$ cat src/rtl/vin_gearbox_fifo.sv
// Packs CH_COUNT x PIX_W pixel strobes LSB-first into OUT_W words, tagged SOF/EOL, buffered in a FWFT FIFO.
// Words wait one cycle in a write register for the EOL decision; no backpressure, writes to a full FIFO drop and set ovf.
module vin_gearbox_fifo #(
   parameter int CH_COUNT = 10,
   parameter int PIX_W    = 8,
   parameter int OUT_W    = 128,
   parameter int DEPTH    = 16
) (
   input  logic                          p_in_clk,
   input  logic                          p_in_rst_n,
   input  logic [CH_COUNT*PIX_W-1:0]     p_in_vd,
   input  logic                          p_in_vin_hs,
   input  logic                          p_in_vin_vs,
   input  logic [1:0]                    p_in_mode,
   input  logic                          p_in_rd,
   input  logic                          p_in_ovf_clr,
   output logic [OUT_W-1:0]              p_out_d,
   output logic                          p_out_sof,
   output logic                          p_out_eol,
   output logic                          p_out_den,
   output logic [$clog2(DEPTH):0]        p_out_fifo_cnt,
   output logic                          p_out_ovf
);
   localparam int IN_W  = CH_COUNT * PIX_W;
   localparam int ACC_W = OUT_W + IN_W;
   localparam int FW    = $clog2(ACC_W + 1);
   localparam int AW    = $clog2(DEPTH);
   localparam int CW    = AW + 1;

   typedef enum logic [1:0] {
      MODE_VIDEO    = 2'b00,
      MODE_RAMP     = 2'b01,
      MODE_DROP     = 2'b10,
      MODE_DROP_ALT = 2'b11
   } mode_e;

   typedef struct packed {
      logic             eol;
      logic             sof;
      logic [OUT_W-1:0] dat;
   } word_t;

   mode_e            mode_q;
   logic             vs_d, hs_d, sof_pend;
   logic [PIX_W-1:0] pix_cnt;
   logic [ACC_W-1:0] acc_q, acc_d, acc_sum;
   logic [FW-1:0]    fill_q, fill_d, fill_sum;
   logic [IN_W-1:0]  ramp, din;
   logic             word_vld, word_eol, eol_fix;
   logic [OUT_W-1:0] word_dat;
   word_t            wreg;
   logic             wreg_vld;

   logic             vs_rise, hs_fall, drop;
   assign vs_rise = p_in_vin_vs & ~vs_d;
   assign hs_fall = hs_d & ~p_in_vin_hs;
   assign drop    = (mode_q == MODE_DROP) || (mode_q == MODE_DROP_ALT);

   for (genvar c = 0; c < CH_COUNT; c++) begin : g_ramp
      assign ramp[c*PIX_W +: PIX_W] = pix_cnt + PIX_W'(c);
   end

   assign din      = (mode_q == MODE_RAMP) ? ramp : p_in_vd;
   assign acc_sum  = acc_q | (ACC_W'(din) << fill_q);
   assign fill_sum = fill_q + FW'(IN_W);

   always_comb begin
      acc_d    = acc_q;
      fill_d   = fill_q;
      word_vld = 1'b0;
      word_eol = 1'b0;
      word_dat = '0;
      eol_fix  = 1'b0;
      if (vs_rise) begin
         acc_d  = '0;
         fill_d = '0;
      end else if (!drop) begin
         if (p_in_vin_hs) begin
            if (fill_sum >= FW'(OUT_W)) begin
               word_vld = 1'b1;
               word_dat = acc_sum[OUT_W-1:0];
               acc_d    = acc_sum >> OUT_W;
               fill_d   = fill_sum - FW'(OUT_W);
            end else begin
               acc_d  = acc_sum;
               fill_d = fill_sum;
            end
         end else if (hs_d) begin
            // Bits above fill are always zero, so the partial word is already padded.
            if (fill_q != '0) begin
               word_vld = 1'b1;
               word_eol = 1'b1;
               word_dat = acc_q[OUT_W-1:0];
               acc_d    = '0;
               fill_d   = '0;
            end else begin
               eol_fix = 1'b1;
            end
         end
      end
   end

   always_ff @(posedge p_in_clk) begin
      if (!p_in_rst_n) begin
         vs_d     <= 1'b0;
         hs_d     <= 1'b0;
         mode_q   <= MODE_VIDEO;
         sof_pend <= 1'b0;
         pix_cnt  <= '0;
         acc_q    <= '0;
         fill_q   <= '0;
         wreg     <= '0;
         wreg_vld <= 1'b0;
      end else begin
         vs_d     <= p_in_vin_vs;
         hs_d     <= p_in_vin_hs;
         acc_q    <= acc_d;
         fill_q   <= fill_d;
         wreg_vld <= word_vld;
         wreg     <= '{eol: word_eol, sof: sof_pend, dat: word_dat};
         if (vs_rise)
            mode_q <= mode_e'(p_in_mode);
         if (vs_rise)
            sof_pend <= 1'b1;
         else if (word_vld)
            sof_pend <= 1'b0;
         if (vs_rise || hs_fall || drop)
            pix_cnt <= '0;
         else if (p_in_vin_hs)
            pix_cnt <= pix_cnt + PIX_W'(1);
      end
   end

   word_t            mem [DEPTH];
   word_t            head, wr_word;
   logic [AW-1:0]    rd_ptr, wr_ptr;
   logic [CW-1:0]    cnt_q;
   logic             ovf_q, full, pop, push;

   assign full    = (cnt_q == CW'(DEPTH));
   assign pop     = p_in_rd & (cnt_q != '0);
   // A pop frees a slot in the same cycle, so a write to a full FIFO still lands.
   assign push    = wreg_vld & (~full | pop);
   assign wr_word = '{eol: wreg.eol | eol_fix, sof: wreg.sof, dat: wreg.dat};

   always_ff @(posedge p_in_clk) begin
      if (push)
         mem[wr_ptr] <= wr_word;
   end

   always_ff @(posedge p_in_clk) begin
      if (!p_in_rst_n) begin
         rd_ptr <= '0;
         wr_ptr <= '0;
         cnt_q  <= '0;
         ovf_q  <= 1'b0;
      end else begin
         if (push)
            wr_ptr <= wr_ptr + AW'(1);
         if (pop)
            rd_ptr <= rd_ptr + AW'(1);
         cnt_q <= cnt_q + CW'(push) - CW'(pop);
         if (wreg_vld && !push)
            ovf_q <= 1'b1;
         else if (p_in_ovf_clr)
            ovf_q <= 1'b0;
      end
   end

   assign head           = mem[rd_ptr];
   assign p_out_den      = (cnt_q != '0);
   assign p_out_d        = p_out_den ? head.dat : '0;
   assign p_out_sof      = p_out_den & head.sof;
   assign p_out_eol      = p_out_den & head.eol;
   assign p_out_fifo_cnt = cnt_q;
   assign p_out_ovf      = ovf_q;

endmodule

$ cat config.mk
export PLATFORM = sky130hd
export DESIGN_NAME = vin_gearbox_fifo
export DESIGN_NICKNAME = d
export VERILOG_FILES = /design/src/rtl/vin_gearbox_fifo.sv
export SDC_FILE = /design/constraint.sdc
export NUM_CORES = 2
export LEC_CHECK = 0
export CAP_MARGIN = 25
export CORE_MARGIN = 2
export CORE_UTILIZATION = 41
export DETAILED_ROUTE_END_ITERATION = 6
export PLACE_DENSITY = 0.57
export SLEW_MARGIN = 25
export SYNTH_ARGS = -nofsm -noshare
export SYNTH_HDL_FRONTEND = slang
export SYNTH_SLANG_ARGS = --single-unit
$ cat constraint.sdc
create_clock -name p_in_clk -period 26 [get_ports p_in_clk]
set_input_delay 2.6 -clock p_in_clk [delete_from_list [all_inputs] [get_ports p_in_clk]]
set_output_delay 2.6 -clock p_in_clk [all_outputs]
set_load 0.02 [all_outputs]
**After elaboration in Yosys (flattened, before gate mapping)**

Memory sizes are Yosys's and may differ from the RTL's. A register that Yosys moved wholly into a read port is not among the register bits.
Index checks and enable logic that the tools add are counted.

- Register bits: 374
- RAM bits: 2080
- Input port bits: 88
- Word-level logic and storage cells: 100
- Memories kept: 1

- Add/subtract/negate cells: 15
- $lt $le $gt $ge: 1
- Equality and inequality tests: 4
- Shift operators: 1
- Multiplexer cells: 33
- Bitwise logic cells: 14
- Reductions and logical operators: 16

Memory list:

| name | words | width | read ports | clocked after memory_dff | wr ports | line | source |
|---|---|---|---|---|---|---|---|
| mem | 16 | 130 | 1 | 1 | 1 | 134 | `word_t mem [DEPTH];` |

Operator list:

| cell | number |
|---|---|
| $mux W208 | 4 |
| $mux W128 | 5 |
| $or A208 B208 Y208 | 1 |
| $shl A80 B8 Y208 | 1 |
| $mux W80 | 1 |
| $add A8 B3 Y8 const B | 4 |
| $mux W8 | 4 |
| $mux W1 | 17 |
| $add A8 B2 Y8 const B | 2 |
| $add A8 B4 Y8 const B | 2 |
| $add A4 B1 Y4 const B | 2 |
| $add A8 B1 Y8 const B | 1 |
| $add A8 B7 Y8 const B | 1 |
| $ge A8 B8 Y1 const B | 1 |
| $mux W4 | 2 |
| $reduce_bool A2 Y1 | 4 |
| $reduce_bool A8 Y1 | 1 |
| $sub A8 B8 Y8 const B | 1 |
| $and A1 B1 Y1 | 6 |
| $add A5 B1 Y5 | 1 |
| $eq A5 B5 Y1 const B | 1 |
| $not A1 Y1 | 5 |
| $reduce_bool A5 Y1 | 1 |
| $sub A5 B1 Y5 | 1 |
| other kinds (10) | 15 |

**Longest topological paths before layout**

- Depth in word-level cells: 8
- Mapped depth: 16
- Gate-level depth less buffers: 13

**Worst setup path before layout**

Ideal clock, no wire load.

- Kind: input-to-reg
- Start: in p_in_rd
- End: mem mem[3][0] (netlist name), enable pin
- Setup time: 778 ps
- Arrival time: 12050 ps
- Data required time: 25222 ps
- Path slack: 13172 ps
- Stages on the path: 5
- Path buffers: 1
- Cell sequence: nand4b_1 and2_1 clkbuf_1 nand2_1 nor3_1

- Longest elaborated chain between the ends: 5

Ends and longest elaborated chain:

| what | line | source |
|---|---|---|
| start: declaration | 15 | `input logic p_in_rd,` |
| $and A1 B1 Y1 | 141 | `assign pop = p_in_rd & (cnt_q != '0);` |
| $or A1 B1 Y1 | 143 | `assign push = wreg_vld & (~full \| pop);` |
| $and A1 B1 Y1 | 143 |  |
| $mux W1 | 147 | `if (push)` |
| $mux W1 (implied by the code) | 148 | `mem[wr_ptr] <= wr_word;` |
| end: declaration | 134 |  |

Every way passes these cells.

==> impl_metrics.json <==
{
  "die_x_um": 490,
  "top_layer": "met5",
  "drtAntennaViolNets": 0,
  "wirelength_um": 280000,
  "critPathMostFrequentCell": "buf_4",
  "yosysUniqueCellTypes": 84,
  "grt_pass1_wl_um": 398000,
  "path_clk_slew_ns": 0.06,
  "root_buffer": "clkbuf_16",
  "m1WireLength_um": 121000,
  "switching_share_pct": 26.5,
  "vias_per_cell": 5.96,
  "grt_pass1_vias": 52200,
  "clk_latency_ns": 0.90,
  "yosys_warnings": 0,
  "ys_ff_latch": 2454,
  "fin_crit_sh_pct": 38.3,
  "start_util_pct": 41.2,
  "crit_required_ns": 23.40,
  "cp.buffers_inverters": 6,
  "holdPathEnd": "acc_q[11]$_SDFFE_PP0P_",
  "cts_sinks": 2454,
  "synth_edf_count": 2080,
  "finalNetCount": 5508,
  "syn-num-nets": 5243,
  "max-cap-violations": 0,
  "clock_skew_ns": 0.0795,
  "grt_usage_pct": 23.0,
  "r2r_setup_slack_ns": 21.48,
  "postCtsHoldBufs": 0,
  "rsz0062_at_grt": "false",
  "critPathSlowestCell": "buf_4",
  "synth_compound_area_share_pct": 5.24,
  "p_sw_w": 0.00254,
  "slew_headroom_pct": 21.2,
  "power_density_mw_per_mm2": 86.5,
  "yosys.area_share.adder_pct": 0.357,
  "crit_arrival_ns": 7.35,
  "setup_viol": 0,
  "synth_simple_gate_area_share_pct": 3.87,
  "cp-start-kind": "flip-flop",
  "synthFlopType": "edfxtp_1",
  "cts_buffers": 238,
  "synthCells": 5128,
  "synth-seq-area-share_pct": 72.2,
  "endpoint_kind": "output port",
  "first_pass_iters": 6,
  "power_frac_clock_pct": 36.5,
  "ir_worst_vdd_mv": 0.0907,
  "fmax_mhz": 101,
  "hp-start": "acc_q[11]$_SDFFE_PP0P_",
  "criticalPathCategory": "flip-flop to output port",
  "min_period_ns": 9.95,
  "max_stage_delay_ns": 0.81,
  "slew_violations": 0,
  "synth-async-reset-ratio_pct": 0,
  "core-area_mm2": 0.235,
  "crit_family": "buffers and inverters",
  "fin_setup_tns_ns": 0,
  "path_cells": "buf_4 > buf_6 > buf_4 > buf_4 > buf_4 > mux4_2 > mux4_2 > and2_1 > clkdlybuf4s50_1",
  "layout.cells.non_filler": 8773,
  "p_int_w": 0.00706,
  "drc": 0,
  "grt-ovfl-total": 0,
  "syn_area_mm2": 0.0969,
  "place_congestion": 0.989,
  "num_rows": 178,
  "wl_met2_um": 128000,
  "grt_max_degree": 133,
  "critPathMaxFanout": 46,
  "min_path_type": "flip-flop to flip-flop",
  "outcome": "finished clean",
  "p_seq_share_pct": 44.6,
  "place_inst": 8301,
  "cts_buffer_depth": 3,
  "synth.mux.area_fraction_pct": 16.3,
  "htreeDepth": 4,
  "num_vias": 52300,
  "numPortBuffers": 224,
  "avgRoutedWirePerCell_um": 31.9,
  "synthXorXnorAreaFrac_pct": 0.422,
  "cts_tree": "built",
  "r2r_end": "wr_word[58]$_SDFF_PP0_",
  "post_cts_buffers": 0,
  "leakage_nw": 31.8,
  "cts_resized": 0,
  "area_growth_pct": 14.6,
  "hold_viol_final": 0,
  "drt_iter0_drc": 6580,
  "pin_count": 225,
  "synth_top_family_by_area": "multiplexers",
  "die_area_mm2": 0.240,
  "worstMarginPinSlew_ns": 1.18,
  "drive_gt1_share_pct": 22.3,
  "reg2reg_depth": 9,
  "wl_met3_um": 22100,
  "die_y_um": 490,
  "p_comb_share_pct": 18.8,
  "antenna_found_initial": 30,
  "hold_depth": 1,
  "syn_avg_cell_area_um2": 18.9,
  "place_hpwl_um": 162000,
  "reg2reg_from": "vs_d$_SDFF_PN0_"
}
-- layout by cell type, fill, tap and decap left out, types with 22 or more instances in the layout --
master / instances
clkbuf_16: 238
clkbuf_1: 62
a211oi_1: 34
nor3_1: 64
bufinv_16: 22
edfxtp_1: 2080
and2_1: 199
clkinv_2: 46
o21ai_0: 117
ha_1: 26
nand2_1: 166
nand3_1: 23
clkbuf_8: 24
a22oi_1: 55
clkdlybuf4s50_1: 224
a21oi_1: 197
dfxtp_1: 368
a221oi_1: 35
buf_4: 117
mux2i_1: 52
o22ai_1: 33
nor2_1: 174
clkinv_1: 27
inv_1: 36
a22o_1: 70
mux4_2: 667
xnor2_1: 31
-- power by group through the flow --
stage	sequential (W)	combinational (W)	clock, W
global placement	0.00437	0.00184	0
detailed placement	0.00437	0.00184	0
floorplan	0.00434	0.00117	0
global route	0.00429	0.00192	0.00373
finish	0.00429	0.00181	0.00351
CTS	0.00429	0.00184	0.00357
-- metal layers --
metal,GRT usage [%],vias up
met4,7.48,16
met1,34.0,28000
met5,0,-
met3,4.00,467
li1,-,21500
met2,34.6,2370
-- how the worst max path moves through the flow --
stage	to	slack, ns	cells past startpoint
after floorplan	mem[3][0]$_DFFE_PP_	13.17	5
after global placement	p_out_d[43]	16.34	9
after detailed placement	p_out_d[43]	16.28	9
after CTS	p_out_d[43]	15.37	9
after global routing	p_out_d[43]	15.28	9
final	p_out_d[43]	16.05	9
-- through the flow --
stage	area, µm²	hold WS (ns)	power (W)	utilization, %	worst slack (ns)
finish	111000	0.456	0.00960	47.3	16.05
CTS	111000	0.456	0.00970	47.2	15.37
floorplan	96900	0.418	0.00551	-	13.17
detailed placement	103000	0.442	0.00621	43.8	16.28
global route	111000	0.474	0.00994	47.2	15.28
global placement	103000	0.432	0.00621	43.8	16.34
-- cells by family (layout without fill, tap and decap cells) --
| family | after synthesis | count (layout) |
|---|---|---|
| DFF | 2454 | 2454 |
| and+or+nand+nor | 751 | 751 |
| muxes | 737 | 737 |
| buffers and inverters | 371 | 850 |
| adders and majority gates | 27 | 27 |
| AOI/OAI and AO/OA | 743 | 743 |
| other | 0 | 16 |
| xor gates and xnor gates | 45 | 45 |
-- final cells by class --
cell class                 instances  area [µm²]
sequential                      2454       70000
timing repair buffer             358        3410
fill                           19500      124000
antenna                           16        40.0
tap                             3150        3940
multi-input combinational       2303       25500
clock inverter                   130        1520
clock buffer                     324        6520
inverter                          38         143
-- sequential cells by signal, summed over array words and instances, names as in the netlist, named ones only --
register        flops
rd_ptr              4
mode_q              2
wreg_vld            1
fill_q              4
p_out_fifo_cnt      5
mem              2080
vs_d                1
acc_q             208
p_out_ovf           1
wreg                1
hs_d                1
pix_cnt             8
wr_ptr              4
sof_pend            1
wr_word           129
-- cells in the mapped netlist, types with 31 or more instances --
master       n  area (µm²)
a21oi_1    197         986
nor2_1     190         713
a221oi_1    35         307
clkbuf_1   197         739
nor3_1      68         340
a22o_1      70         613
and2_1     199        1240
mux2i_1     53         531
xnor2_1     31         272
o22ai_1     33         206
a211oi_1    34         255
edfxtp_1  2080       62500
dfxtp_1    374        7490
nand2_1    167         627
o21ai_0    123         616
buf_2       95         475
mux4_2     667       15000
inv_1       37         139
a22oi_1     55         413
Power figures use the tool's default switching activity.
